### src/rtl/speaker_arbiter.sv
// speaker_arbiter
//
// Shares the single play_sound tone generator between several sound sources
// (key-press tones, pass jingle, fail sweep, attract chirps). Each source asks
// for a tone with a frequency in Hz and a duration in ms ticks. The lowest
// requesting index wins. The winning tone is driven on `frequency` for exactly
// dur ms, followed by an optional silent gap of GAP_MS ms. The source is then
// told that its tone has finished.
//
// Ports
//   clk          system clock
//   rst          synchronous active-high reset
//   clk_counter  ms prescale; one tick every clk_counter+1 cycles
//   flush        abort the current tone/gap and return to idle
//   req          per-source request level (index 0 = highest priority)
//   req_freq     packed frequencies, source i at [10i+9:10i]
//   req_dur      packed durations in ticks, same packing
//   ack          one-cycle pulse when source i is accepted (combinational)
//   done         one-cycle pulse when source i's tone ends (combinational)
//   frequency    tone to play_sound, 0 = silence
//   busy         high while playing or in the silent gap
//   owner        index of the source currently playing, valid while busy
module speaker_arbiter #(
  parameter int NUM_REQ = 3,
  parameter int GAP_MS  = 20
) (
  input  logic                  clk,
  input  logic                  rst,
  input  logic [15:0]           clk_counter,
  input  logic                  flush,
  input  logic [NUM_REQ-1:0]    req,
  input  logic [NUM_REQ*10-1:0] req_freq,
  input  logic [NUM_REQ*10-1:0] req_dur,
  output logic [NUM_REQ-1:0]    ack,
  output logic [NUM_REQ-1:0]    done,
  output logic [9:0]            frequency,
  output logic                  busy,
  output logic [1:0]            owner
);

  typedef enum logic [1:0] {
    ST_IDLE,
    ST_PLAY,
    ST_GAP
  } state_t;

  state_t              state_q, state_d;
  logic [15:0]         cycCount_q, cycCount_d;
  logic [9:0]          remaining_q, remaining_d;
  logic [15:0]         gapCount_q, gapCount_d;
  logic [9:0]          freq_q, freq_d;
  logic [1:0]          owner_q, owner_d;

  logic                tick;
  logic                reqValid;
  logic [1:0]          reqIdx;
  logic [NUM_REQ-1:0]  reqOneHot;
  logic [NUM_REQ-1:0]  ownerOneHot;
  logic [9:0]          selFreq;
  logic [9:0]          selDur;

  // The ms tick fires on the last cycle of each prescale period.
  assign tick = (cycCount_q == clk_counter);

  // Fixed-priority pick. Scanning from the top index down lets the lowest
  // requesting index overwrite everything above it, so it ends up the winner.
  always_comb begin
    reqValid  = 1'b0;
    reqIdx    = 2'd0;
    reqOneHot = '0;
    selFreq   = 10'd0;
    selDur    = 10'd0;
    for (int i = NUM_REQ - 1; i >= 0; i--) begin
      if (req[i]) begin
        reqValid     = 1'b1;
        reqIdx       = 2'(i);
        reqOneHot    = '0;
        reqOneHot[i] = 1'b1;
        selFreq      = req_freq[10*i +: 10];
        selDur       = req_dur[10*i +: 10];
      end
    end
  end

  // One-hot form of the current owner, used to steer the done pulse.
  always_comb begin
    ownerOneHot = '0;
    for (int i = 0; i < NUM_REQ; i++) begin
      ownerOneHot[i] = (owner_q == 2'(i));
    end
  end

  // Next-state logic and pulse outputs. Reset silences the pulses right away.
  // Flush outranks everything else, so an aborted tone never reports done and
  // no source is accepted while flush is high. The prescaler is restarted on
  // every accept and on entry to the gap. That makes each phase an exact
  // multiple of clk_counter+1 cycles, whatever the free-running count was.
  always_comb begin
    state_d     = state_q;
    cycCount_d  = tick ? 16'd0 : cycCount_q + 16'd1;
    remaining_d = remaining_q;
    gapCount_d  = gapCount_q;
    freq_d      = freq_q;
    owner_d     = owner_q;
    ack         = '0;
    done        = '0;

    if (rst) begin
      state_d = ST_IDLE;
    end else if (flush) begin
      state_d    = ST_IDLE;
      freq_d     = 10'd0;
      cycCount_d = 16'd0;
    end else begin
      unique case (state_q)
        ST_IDLE: begin
          if (reqValid) begin
            ack        = reqOneHot;
            cycCount_d = 16'd0;
            if (selDur == 10'd0) begin
              // A zero-length tone finishes as soon as it is accepted.
              done = reqOneHot;
            end else begin
              state_d     = ST_PLAY;
              freq_d      = selFreq;
              owner_d     = reqIdx;
              remaining_d = selDur;
            end
          end
        end

        ST_PLAY: begin
          if (tick) begin
            if (remaining_q == 10'd1) begin
              freq_d = 10'd0;
              done   = ownerOneHot;
              if (GAP_MS > 0) begin
                state_d    = ST_GAP;
                gapCount_d = 16'(GAP_MS);
                cycCount_d = 16'd0;
              end else begin
                state_d = ST_IDLE;
              end
            end else begin
              remaining_d = remaining_q - 10'd1;
            end
          end
        end

        ST_GAP: begin
          freq_d = 10'd0;
          if (tick) begin
            if (gapCount_q == 16'd1) begin
              state_d = ST_IDLE;
            end else begin
              gapCount_d = gapCount_q - 16'd1;
            end
          end
        end

        default: begin
          state_d = ST_IDLE;
          freq_d  = 10'd0;
        end
      endcase
    end
  end

  // State register with synchronous reset.
  always_ff @(posedge clk) begin
    if (rst) begin
      state_q     <= ST_IDLE;
      cycCount_q  <= 16'd0;
      remaining_q <= 10'd0;
      gapCount_q  <= 16'd0;
      freq_q      <= 10'd0;
      owner_q     <= 2'd0;
    end else begin
      state_q     <= state_d;
      cycCount_q  <= cycCount_d;
      remaining_q <= remaining_d;
      gapCount_q  <= gapCount_d;
      freq_q      <= freq_d;
      owner_q     <= owner_d;
    end
  end

  assign frequency = freq_q;
  assign busy      = (state_q != ST_IDLE);
  assign owner     = owner_q;

endmodule

### config.mk
export PLATFORM = sky130hd
export DESIGN_NAME = speaker_arbiter
export DESIGN_NICKNAME = d
export VERILOG_FILES = /design/src/rtl/speaker_arbiter.sv
export SDC_FILE = /design/constraint.sdc
export NUM_CORES = 1
export LEC_CHECK = 0
export BUFFER_PORTS_ARGS = -buffer_cell sky130_fd_sc_hd__clkbuf_2
export CORE_MARGIN = 5
export CORE_UTILIZATION = 52
export CTS_CLUSTER_DIAMETER = 30
export CTS_CLUSTER_SIZE = 30
export DETAILED_ROUTE_END_ITERATION = 10
export PLACE_DENSITY = 0.83
export SLEW_MARGIN = 20
export SYNTH_ARGS = -nofsm -noshare
export SYNTH_HDL_FRONTEND = slang
export SYNTH_SLANG_ARGS = --single-unit
export TNS_END_PERCENT = 1
### constraint.sdc
create_clock -name clk -period 2.5 [get_ports clk]
set_input_delay 0.25 -clock clk [delete_from_list [all_inputs] [get_ports clk]]
set_output_delay 0.25 -clock clk [all_outputs]
set_load 0.01 [all_outputs]
# --- Word level (Yosys, flattened, before mapping) ---
# Cells that the tools add are included.
# W data, S select, Z words.
op_classes:
  n_eq_ne: 15
  muxes: 53
  bitwise_logic: 2
  add_sub_neg: 3
  reduce_logical: 12
ops:
  columns: ["operator", "n"]
  rows:
  - ["$mux W10", 14]
  - ["$mux W16", 8]
  - ["$pmux W16 S2", 2]
  - ["$pmux W10 S2", 2]
  - ["$mux W3", 13]
  - ["$mux W2", 9]
  - ["$reduce_and A6 Y1", 3]
  - ["$add A16 B1 Y16 const B", 1]
  - ["$eq A16 B1 Y1 const B", 1]
  - ["$eq A16 B16 Y1", 1]
  - ["$ne A2 B2 Y1 const B", 8]
  - ["$sub A16 B1 Y16 const B", 1]
  - ["$eq A10 B1 Y1 const B", 1]
  - ["$logic_not A10 Y1", 1]
  - ["$sub A10 B1 Y10 const B", 1]
  - ["$reduce_and A4 Y1", 2]
  - ["$pmux W2 S3", 1]
  - ["$pmux W3 S2", 1]
  - ["$reduce_bool A2 Y1", 3]
  - ["$eq A2 B1 Y1 const B", 2]
  - ["$eq A2 B2 Y1 const B", 2]
  - ["$logic_not A2 Y1", 2]
  - ["$mux W1", 3]
  - ["$not A1 Y1", 2]
  - ["$reduce_or A2 Y1", 1]
word_totals:
  reg_bits: 56
  inputBits: 82

# --- Longest topological paths before layout ---
# Gate-level depths: netlist of the first run.
depth:
  ltp_word: 9
  mapped_depth: 9
  depth_no_buf: 7

# --- Least setup slack after synthesis of the first run ---
# No wires, ideal clock.
synth_timing:
  path_kind: "register to output"
  startpoint: "register cycCount_q[2]"
  endpoint: "output port done[0]"
  setup_slack_ps: 327
  arrival_time_ps: 1923
  n_path_buf: 1
  stages_incl_launch_ff: 8
  required_ps: 2250
  path_cell_list: "dfxtp_1 > xnor2_1 > nand4_1 > nor4_2 > buf_4 > nand2_1 > o32a_1 > nor3_1"
synth_between:
  elab_chain_cells: 5
synth_rtl:
  columns: ["item", "line_no", "rtl"]
  rows:
  - ["from (decl)", "48", "logic [15:0] cycCount_q, cycCount_d;"]
  - ["from (signal assigned)", "180", "cycCount_q <= cycCount_d;"]
  - ["$eq A16 B16 Y1", "63", "assign tick = (cycCount_q == clk_counter);"]
  - ["$mux W3", "133", "if (tick) begin"]
  - ["$pmux W3 S2", "115", "unique case (state_q)"]
  - ["$mux W3", "110", "end else if (flush) begin"]
  - ["$mux W3", "108", "if (rst) begin"]
  - ["to (decl)", "35", "output logic [NUM_REQ-1:0] done,"]
# Every way passes these cells.

# --- Worst setup path in the final report of the first run ---
layout_timing:
  startpoint: "register remaining_q[5]"
  endpoint: "output port done[2]"
layout_between:
  elab_chain_cells: 6
layout_rtl:
  columns: ["item", "line_no", "rtl"]
  rows:
  - ["from (decl)", "49", "logic [9:0] remaining_q, remaining_d;"]
  - ["from (signal assigned)", "181", "remaining_q <= remaining_d;"]
  - ["$eq A10 B1 Y1", "134", "if (remaining_q == 10'd1) begin"]
  - ["$mux W3", "134", null]
  - ["$mux W3", "133", null]
  - ["$pmux W3 S2", "115", null]
  - ["$mux W3", "110", null]
  - ["$mux W3", "108", null]
# Every way passes these cells.

==> metrics, run 1 <==
CP delay by family, top simple AND/OR/NAND/NOR gates; top-area cell type share of the netlist area 0.323; CP Capture Type primary output; post-synthesis instance area 3470 um^2; Data required, critical path 2250 ps; CTS tree yes; DIE HEIGHT 91.7 um; grt ovf 0; DP Area 4050 um^2; synth unique cells 66; cell internal pwr 1.40 mW; Comb power frac 0.200; GRT Overall Usage 0.228; critical path's slowest cell dfxtp_1; status finished clean; P per Cell Area 463 nW/um^2; via count 3644; Core ar. 6420 um^2; switching share of power 0.285; 1st-pass router iterations 6; most frequent cells in the layout clkbuf_2, dfxtp_1, nor2_1; DRC errors left 0; antenna violations before repair 0; commonest non-fill, non-tap cell in the layout clkbuf_2; kind of critical path reg2out; Die W 91.7 um; largest area contributor in the synthesized netlist dfxtp_1; cell area after layout 4220 um^2; Yosys warnings 0; fin worst setup slack 90.3 ps; CP Max Fanout 6; reg2reg path depth 8; Startpoint Class flop; vias in the first global route 3623; cell depth of the worst setup path 7; clock sinks 56; Flop pwr share 0.483; Syn Nets 520; Clock Skews 7.11 ps; Slew Limit Fails 0; Synth Register Bits 56; total I/O pin count 101; Layout Utilization 0.657; Post-synth ARST share 0; final worst path period share 0.964; hold depth 4; post-DR vias/cell 5.98; share of cells above drive strength 1 0.286; nets@finish 618; CTS Buf Count 5; Min-Delay Path Class in2reg; Buffers on Ports 100; CTS Buffer Depth 2; CP Buf/Inv Count 1; f_max 415 MHz; Synth area leaders dfxtp_1, xnor2_1, nor2_1; number of synthesized flops with an enable pin 0; Clk pin slew, worst setup/hold paths 100 ps; Seq/Total Area, Yosys 0.323; Root Driver clkbuf_8; row count 29; switching power 556 uW; # diodes 0; Tmin final 2410 ps; Hold Fails Final Rpt 0; Synth Area per Inst 8.02 um^2; setup slack at placement 145 ps; largest net degree at the start of global routing 25; Post-Synthesis Cells 433; Routed Wire Length 9820 um; worst vdd ir 0.275 mV; DP Wirelength 7440 um; LEAKAGE 1.76 nW; later-pin clock latency in the skew report 320 ps; cells along the critical path nor4_4 > and4b_1 > and2_4 > nand2_1 > o32a_1 > nor3_1 > clkbuf_2; Area growth syn-to-layout 21.4%; # fillers 530; Post-DRT Antenna Nets 0; Die Area 8410 um^2; max_cap viols 0; H-tree level count 2; average wire per standard cell 16.1 um; slowest stage delay, CP 370 ps; hold buffer count at CTS 0; Worst-Margin Slew 590 ps; Worst Path Arrival 2160 ps; initial drt markers 267; RSZ-0062 raised after global routing yes; most common flop cell mapped by yosys dfxtp_1; global-route wire length before repair 16200 um; Starting Density 0.541; final setup fails 0; Worst slew margin 0.605; gp weighted congestion 0.922; clock share of power 0.317
layer usage:
layer,GRT usage,part of all wire,vias to the layer above
met5,0,0,-
met4,0.0767,0.021,0
met3,0.0483,0.067,18
met2,0.392,0.49,137
met1,0.283,0.42,1697
li1,-,-,1792
registers in the layout, indices dropped and copies added, names as in the netlist:
register	flops
frequency	10
state_q	2
gapCount_q	16
cycCount_q	16
remaining_q	10
owner	2
layout make-up:
type	instances	area, um^2	share of cell area
well taps	77	96.3	0.0228
clock inverters	2	38.8	0.00920
inverters	16	60.1	0.0142
clock buffers	6	72.6	0.0172
flip-flops and latches	56	1140	0.269
repair buffers	115	613	0.145
multi-input cells	337	2200	0.522
per-stage QoR:
step                      power (mW)  hold WS (ps)  setup TNS, ps  instances
after floorplan                 1.20           418              0        433
after global placement          1.33           468              0        598
after detailed placement        1.34           469              0        598
after CTS                       1.94           246              0        608
after global routing            2.05           277          -6.56        609
final                           1.95           241              0        609
power by group through the flow:
stage               combinational, mW  clock, mW  sequential (mW)
floorplan                       0.234          0            0.963
global placement                0.366          0            0.963
CTS                             0.378      0.620            0.944
finish                          0.391      0.619            0.944
detailed placement              0.374          0            0.964
global route                    0.430      0.669            0.948
what timing repair did:
action,CTS,global route
buffers inserted,2,1
setup endpoints to repair,3,4
resized for setup,2,16
gates cloned,0,0
pin swaps,1,3
final timing paths:
check / from / end / slack [ps]
worst max-delay path: remaining_q[5]$_SDFFE_PP0P_ / done[2] / 90
worst min-delay path: req_freq[8] / frequency[8]$_SDFFE_PP0P_ / 240
worst max register to register: cycCount_q[3]$_SDFF_PP0_ / gapCount_q[11]$_SDFFE_PP0P_ / 160
worst min register to register: gapCount_q[10]$_SDFFE_PP0P_ / gapCount_q[10]$_SDFFE_PP0P_ / 500
worst register-to-register path: stages, from the launching register on:
cell	delay, ps
dfxtp_2	390
xnor2_1	120
nand4_1	130
nor4_2	310
buf_4	160
buf_4	180
o2111ai_4	280
or4_1	540
a21oi_1	160
logic make-up (layout without fill, tap and decap cells):
group,after synthesis,after routing,share of synthesized area
AO/OA/AOI/OAI,132,132,0.269
flip-flops,56,56,0.323
adder cells (fa/ha/maj),5,5,0.0180
XOR/XNOR,27,27,0.0681
multiplexers,1,1,0.00324
AND/OR/NAND/NOR,172,172,0.269
buffers and inverters,40,139,0.0493
Yosys cell counts, types with 5 or more instances:
library cell	instances
a21oi_1	32
a22o_1	10
a22oi_1	10
a2bb2oi_1	7
a31oi_1	6
clkbuf_1	17
dfxtp_1	56
ha_1	5
inv_1	14
nand2_1	36
nand2b_1	6
nand3_1	12
nand3b_1	11
nand4_1	8
nor2_1	44
nor2b_1	5
nor3_1	9
o21ai_0	24
o31ai_1	7
or3_1	14
or4_1	6
xnor2_1	22
xor2_1	5
No activity file was read; power rests on OpenSTA's default activity.
==> run 2, diff against run 1 <==
==> constraint.sdc (replaced) <==
create_clock -name clk -period 2.5 [get_ports clk]
set_input_delay 0.5 -clock clk [delete_from_list [all_inputs] [get_ports clk]]
set_output_delay 0.5 -clock clk [all_outputs]
set_load 0.01 [all_outputs]
==> run 2 against run 1 <==
  * The run now ends with setup timing left
  * Critical path depth unchanged
  * Core utilization up 3.5 points
  * Largest cell class unchanged
  * Clock skew up 2.8 ps
  * Worst hold slack better by 250 ps
  * Final cell count up 3.8%
  * Die area unchanged
  * Sequential cell count unchanged
  * Total power down 3.8%
==> metrics, run 2 (synthesis gave the netlist of run 1 again) <==
Post-DRT Antenna Nets 0 (unchanged); row count 29 (unchanged); Clk pin slew, worst setup/hold paths 100 ps (about the same); violated checks setup timing; Clock Skews 9.95 ps (was 7.11 ps); share of cells above drive strength 1 0.333 (was 0.286); P per Cell Area 423 nW/um^2 (was 463 nW/um^2); DP Wirelength 7720 um (was 7440 um); Startpoint Class flop (unchanged); Tmin final 2660 ps (was 2410 ps); worst vdd ir 0.258 mV (was 0.275 mV); Min-Delay Path Class reg2reg (was in2reg); setup slack at placement -267 ps (was 145 ps); commonest non-fill, non-tap cell in the layout clkbuf_2 (unchanged); Starting Density 0.541 (unchanged); 1st-pass router iterations 8 (was 6); LEAKAGE 1.90 nW (was 1.76 nW); CTS tree yes (unchanged); gp weighted congestion 0.925 (was 0.922); Buffers on Ports 100 (unchanged); fin worst setup slack -155 ps (was 90.3 ps); # diodes 0 (unchanged); Worst-Margin Slew 484 ps (was 590 ps); kind of critical path reg2out (unchanged); Root Driver clkbuf_8 (unchanged); final setup fails 3 (was 0); vias in the first global route 3729 (was 3623); Data required, critical path 2000 ps (was 2250 ps); Die W 91.7 um (unchanged); antenna violations before repair 0 (unchanged); most frequent cells in the layout clkbuf_2, dfxtp_1, nor2_1 (unchanged); Routed Wire Length 9900 um (was 9820 um); later-pin clock latency in the skew report 310 ps (was 320 ps); biggest regs cycCount_q (16), gapCount_q (16) (unchanged); average wire per standard cell 15.7 um (was 16.1 um); total I/O pin count 101 (unchanged); Slew Limit Fails 0 (unchanged); CTS Buffer Depth 2 (unchanged); GRT Overall Usage 0.234 (was 0.228); Core ar. 6420 um^2 (unchanged); RSZ-0062 raised after global routing yes (unchanged); clock sinks 56 (unchanged); CP Capture Type primary output (unchanged); via count 3741 (was 3644); final worst path period share 1.06 (was 0.964); status finished, violations left (was finished clean); CTS Buf Count 5 (unchanged); max_cap viols 0 (unchanged); DRC errors left 0 (unchanged); DIE HEIGHT 91.7 um (unchanged); f_max 377 MHz (was 415 MHz); post-DR vias/cell 5.92 (was 5.98); Worst slew margin 0.678 (was 0.605); Setup Total Neg Slack -414 ps (was 0 ps); global-route wire length before repair 16500 um (was 16200 um); H-tree level count 2 (unchanged); CP Max Fanout 3 (was 6); Die Area 8410 um^2 (unchanged); Worst Path Arrival 2160 ps (about the same); hold buffer count at CTS 0 (unchanged); nets@finish 641 (was 618); grt ovf 0 (unchanged); largest net degree at the start of global routing 21 (was 25); Hold Fails Final Rpt 0 (unchanged); Area growth syn-to-layout 27.8% (was 21.4%); initial drt markers 244 (was 267)
[run 2: power by group]
group | switching [mW] | internal (mW) | leakage (nW)
combinational | 0.224 | 0.206 | 1.40
clock | 0.302 | 0.200 | 0.0414
sequential | 0.0278 | 0.919 | 0.459
total | 0.554 | 1.33 | 1.90
[run 2: cell type report]
type / count / area [um^2]
sequential: 56 / 1140
tap: 77 / 96.3
fill: 492 / 1980
clock buffer: 6 / 72.6
clock inverter: 2 / 16.3
timing repair buffer: 138 / 805
inverter: 16 / 60.1
multi-input combinational: 337 / 2250
[run 2: stage by stage]
stage          cell area (um^2)  cells  hold WS, ps  total power [mW]   util
4_1_cts                    4400    630          493              1.87  0.685
3_5_place_dp               4250    619          464              1.37  0.661
3_3_place_gp               4250    619          465              1.36  0.661
5_1_grt                    4440    632          504              1.97  0.691
6_report                   4440    632          493              1.88  0.691
2_1_floorplan              3560    433          453              1.21      -
[run 2: routing by layer]
metal	wire length (um)	up-vias	GRT usage
met5	0	-	0
met4	168	0	0.0743
met3	726	17	0.0597
met2	4850	149	0.400
met1	4150	1735	0.288
li1	-	1840	-
[run 2: worst paths after layout]
path              depth (start not counted)  slack [ps]                   startpoint                     endpoint
setup / recovery                          7        -160  remaining_q[2]$_SDFFE_PP0P_                      done[0]
hold / removal                            1         490    frequency[6]$_SDFFE_PP0P_    frequency[6]$_SDFFE_PP0P_
setup reg to reg                         10          90  remaining_q[2]$_SDFFE_PP0P_  gapCount_q[13]$_SDFFE_PP0P_
hold reg to reg                           1         490    frequency[6]$_SDFFE_PP0P_    frequency[6]$_SDFFE_PP0P_
[run 2: what timing repair did]
item                       in CTS  in global routing
setup buffers                   3                  2
resized for setup              11                 16
pin swaps                       5                  9
setup endpoints to repair       3                  9
[run 2: worst max-delay path: stages, from the launching register on]
cell and delay, ps:
dfxtp_2 350, nor4_4 340, and4b_2 320, and2_4 170
nand2_4 50, o32a_1 310, nor3_2 150, buf_2 160
==> run 3, diff against run 2 <==
Settings changed: BUFFER_PORTS_ARGS -buffer_cell sky130_fd_sc_hd__clkbuf_2 to unset, CORE_UTILIZATION 52 to 50, DONT_BUFFER_PORTS set to 1, PLACE_DENSITY 0.83 to 0.68.
==> run 3 against run 2 <==
  * Setup slack better by 120 ps
  * Final cell count is 16% lower
  * Highest routed layer unchanged
  * Largest power group unchanged
  * Critical endpoint is now done[1]
  * Largest cell class unchanged
  * The flow still finishes with violations (setup timing)
  * Routed wire length down 9.5%
  * Cell area down 14%
  * Sequential share of layout area rose by 4.2 points
  * Maximum frequency is 4.9% higher
  * Global-route usage shrank 2.6 points
==> metrics, run 3 (synthesis gave the netlist of run 1 again) <==
slowest stage delay, CP 380 ps (was 350 ps); hold depth 1 (unchanged); CTS tree yes (unchanged); final setup fails 2 (was 3); final worst path period share 1.01 (was 1.06); antenna violations before repair 0 (unchanged); # fillers 622 (was 492); Starting Density 0.511 (was 0.541); Min-Delay Path Class in2reg (was reg2reg); Post-DRT Antenna Nets 0 (unchanged); Worst Path Arrival 2030 ps (was 2160 ps); RR Endpoint gapCount_q[10]$_SDFFE_PP0P_ (was gapCount_q[13]$_SDFFE_PP0P_); commonest non-fill, non-tap cell in the layout dfxtp_1 (was clkbuf_2); cells along the critical path nor4_4 > and4b_1 > and2_4 > nand2_2 > o32a_1 > nor3_4 (was nor4_4 > and4b_2 > and2_4 > nand2_4 > o32a_1 > nor3_2 > buf_2); DP Wirelength 6900 um (was 7720 um); LEAKAGE 1.36 nW (was 1.90 nW); Hold Fails Final Rpt 0 (unchanged); post-DR vias/cell 6.12 (was 5.92); hold path start rst (was frequency[6]$_SDFFE_PP0P_); later-pin clock latency in the skew report 320 ps (was 310 ps); CTS Buffer Depth 2 (unchanged); via count 3262 (was 3741); Worst slew margin 0.652 (was 0.678); share of cells above drive strength 1 0.146 (was 0.333); # diodes 0 (unchanged); RSZ-0062 raised after global routing yes (unchanged); total power 1.77 mW (was 1.88 mW); CP Buf/Inv Count 0 (was 1); Layout Utilization 0.561 (was 0.691); P per Cell Area 464 nW/um^2 (was 423 nW/um^2); reg2reg setup slack 180 ps (was 90 ps); Area growth syn-to-layout 9.80% (was 27.8%); kind of critical path reg2out (unchanged); worst vdd ir 0.235 mV (was 0.258 mV); largest net degree at the start of global routing 34 (was 21); initial drt markers 197 (was 244); global-route wire length before repair 15000 um (was 16500 um); total I/O pin count 101 (unchanged); Root Driver clkbuf_8 (unchanged); Die Area 8710 um^2 (was 8410 um^2); Startpoint Class flop (unchanged); average wire per standard cell 16.8 um (was 15.7 um); Clock Skews 13.3 ps (was 9.95 ps); fin worst setup slack -30.8 ps (was -155 ps); Data required, critical path 2000 ps (about the same); CP delay by family, top simple AND/OR/NAND/NOR gates (unchanged); vias in the first global route 3172 (was 3729); status finished, violations left (unchanged); gp weighted congestion 0.873 (was 0.925); DRC errors left 0 (unchanged); clock sinks 56 (unchanged); Slew Limit Fails 0 (unchanged); Routed Wire Length 8950 um (was 9900 um); Worst-Margin Slew 522 ps (was 484 ps); max_cap viols 0 (unchanged); R2R Path Start cycCount_q[11]$_SDFF_PP0_ (was remaining_q[2]$_SDFFE_PP0P_); Buffers on Ports 0 (was 100); most frequent cells in the layout dfxtp_1, nor2_1, nand2_1 (was clkbuf_2, dfxtp_1, nor2_1); nets@finish 523 (was 641); Die W 93.3 um (was 91.7 um); CTS Buf Count 5 (unchanged); f_max 395 MHz (was 377 MHz); CP Max Fanout 5 (was 3); GRT Overall Usage 0.208 (was 0.234); Tmin final 2530 ps (was 2660 ps); Core ar. 6790 um^2 (was 6420 um^2); WHS Endpoint remaining_q[9]$_SDFFE_PP0P_ (was frequency[6]$_SDFFE_PP0P_); biggest regs cycCount_q (16), gapCount_q (16) (unchanged); DIE HEIGHT 93.3 um (was 91.7 um); H-tree level count 2 (unchanged); 1st-pass router iterations 5 (was 8); grt ovf 0 (unchanged); row count 30 (was 29); reg2reg path depth 8 (was 10); violated checks setup timing (unchanged); critical path's slowest cell dfxtp_1 (was dfxtp_2); CP Capture Type primary output (unchanged); Clk pin slew, worst setup/hold paths 110 ps (was 100 ps); setup slack at placement 57.9 ps (was -267 ps)
==> run 3: cell count changes in the layout (fill, tap and decap cells not counted), sizes merged <==
cell,previous run,this run
clkbuf,103,5
inv,15,16
buf,41,20
==> run 3: power by group <==
group | switching, mW | total, mW | internal, mW
logic | 0.162 | 0.294 | 0.133
clock network | 0.317 | 0.523 | 0.206
registers | 0.0329 | 0.951 | 0.918
total | 0.512 | 1.77 | 1.26
==> run 3: cell type report <==
class / count / area [um^2] / share of cell area
Multi-Input combinational cell: 337 / 2250 / 0.591
Sequential cell: 56 / 1130 / 0.298
Timing Repair Buffer: 20 / 150 / 0.0394
Tap cell: 96 / 120 / 0.0315
Clock buffer: 5 / 68.8 / 0.0180
Inverter: 16 / 60.1 / 0.0157
Clock inverter: 3 / 27.5 / 0.00722
==> run 3: stage by stage <==
stage	hold slack (ps)	cell area, um^2	cells	setup TNS [ps]
6_report	245	3810	533	-54.6
5_1_grt	228	3810	533	-304
4_1_cts	236	3790	532	-65.7
3_5_place_dp	478	3660	524	0
3_3_place_gp	468	3660	524	0
2_1_floorplan	453	3560	433	-53.5
==> run 3: how the worst max path moves through the flow <==
stage          endpoint                         from  depth (start not counted)
6_report        done[1]  remaining_q[4]$_SDFFE_PP0P_                          6
5_1_grt         done[1]     cycCount_q[3]$_SDFF_PP0_                          6
4_1_cts         done[1]  remaining_q[2]$_SDFFE_PP0P_                          6
3_5_place_dp    done[2]                       req[0]                          7
3_3_place_gp    done[0]               clk_counter[8]                          6
2_1_floorplan   done[0]                       req[1]                          8
==> run 3: what timing repair did <==
item	in CTS	in global routing
pin swaps	1	3
setup buffers	0	1
endpoints found under the setup margin	3	3
resized for setup	7	9
hold buffers	0	0
==> run 3: metal layers <==
metal / GRT usage / vias to the layer above / part of all wire
met4: 0.0488 / 0 / 0.014
met2: 0.332 / 141 / 0.46
met1: 0.266 / 1499 / 0.43
met5: 0 / - / 0
li1: - / 1611 / -
met3: 0.0764 / 11 / 0.092
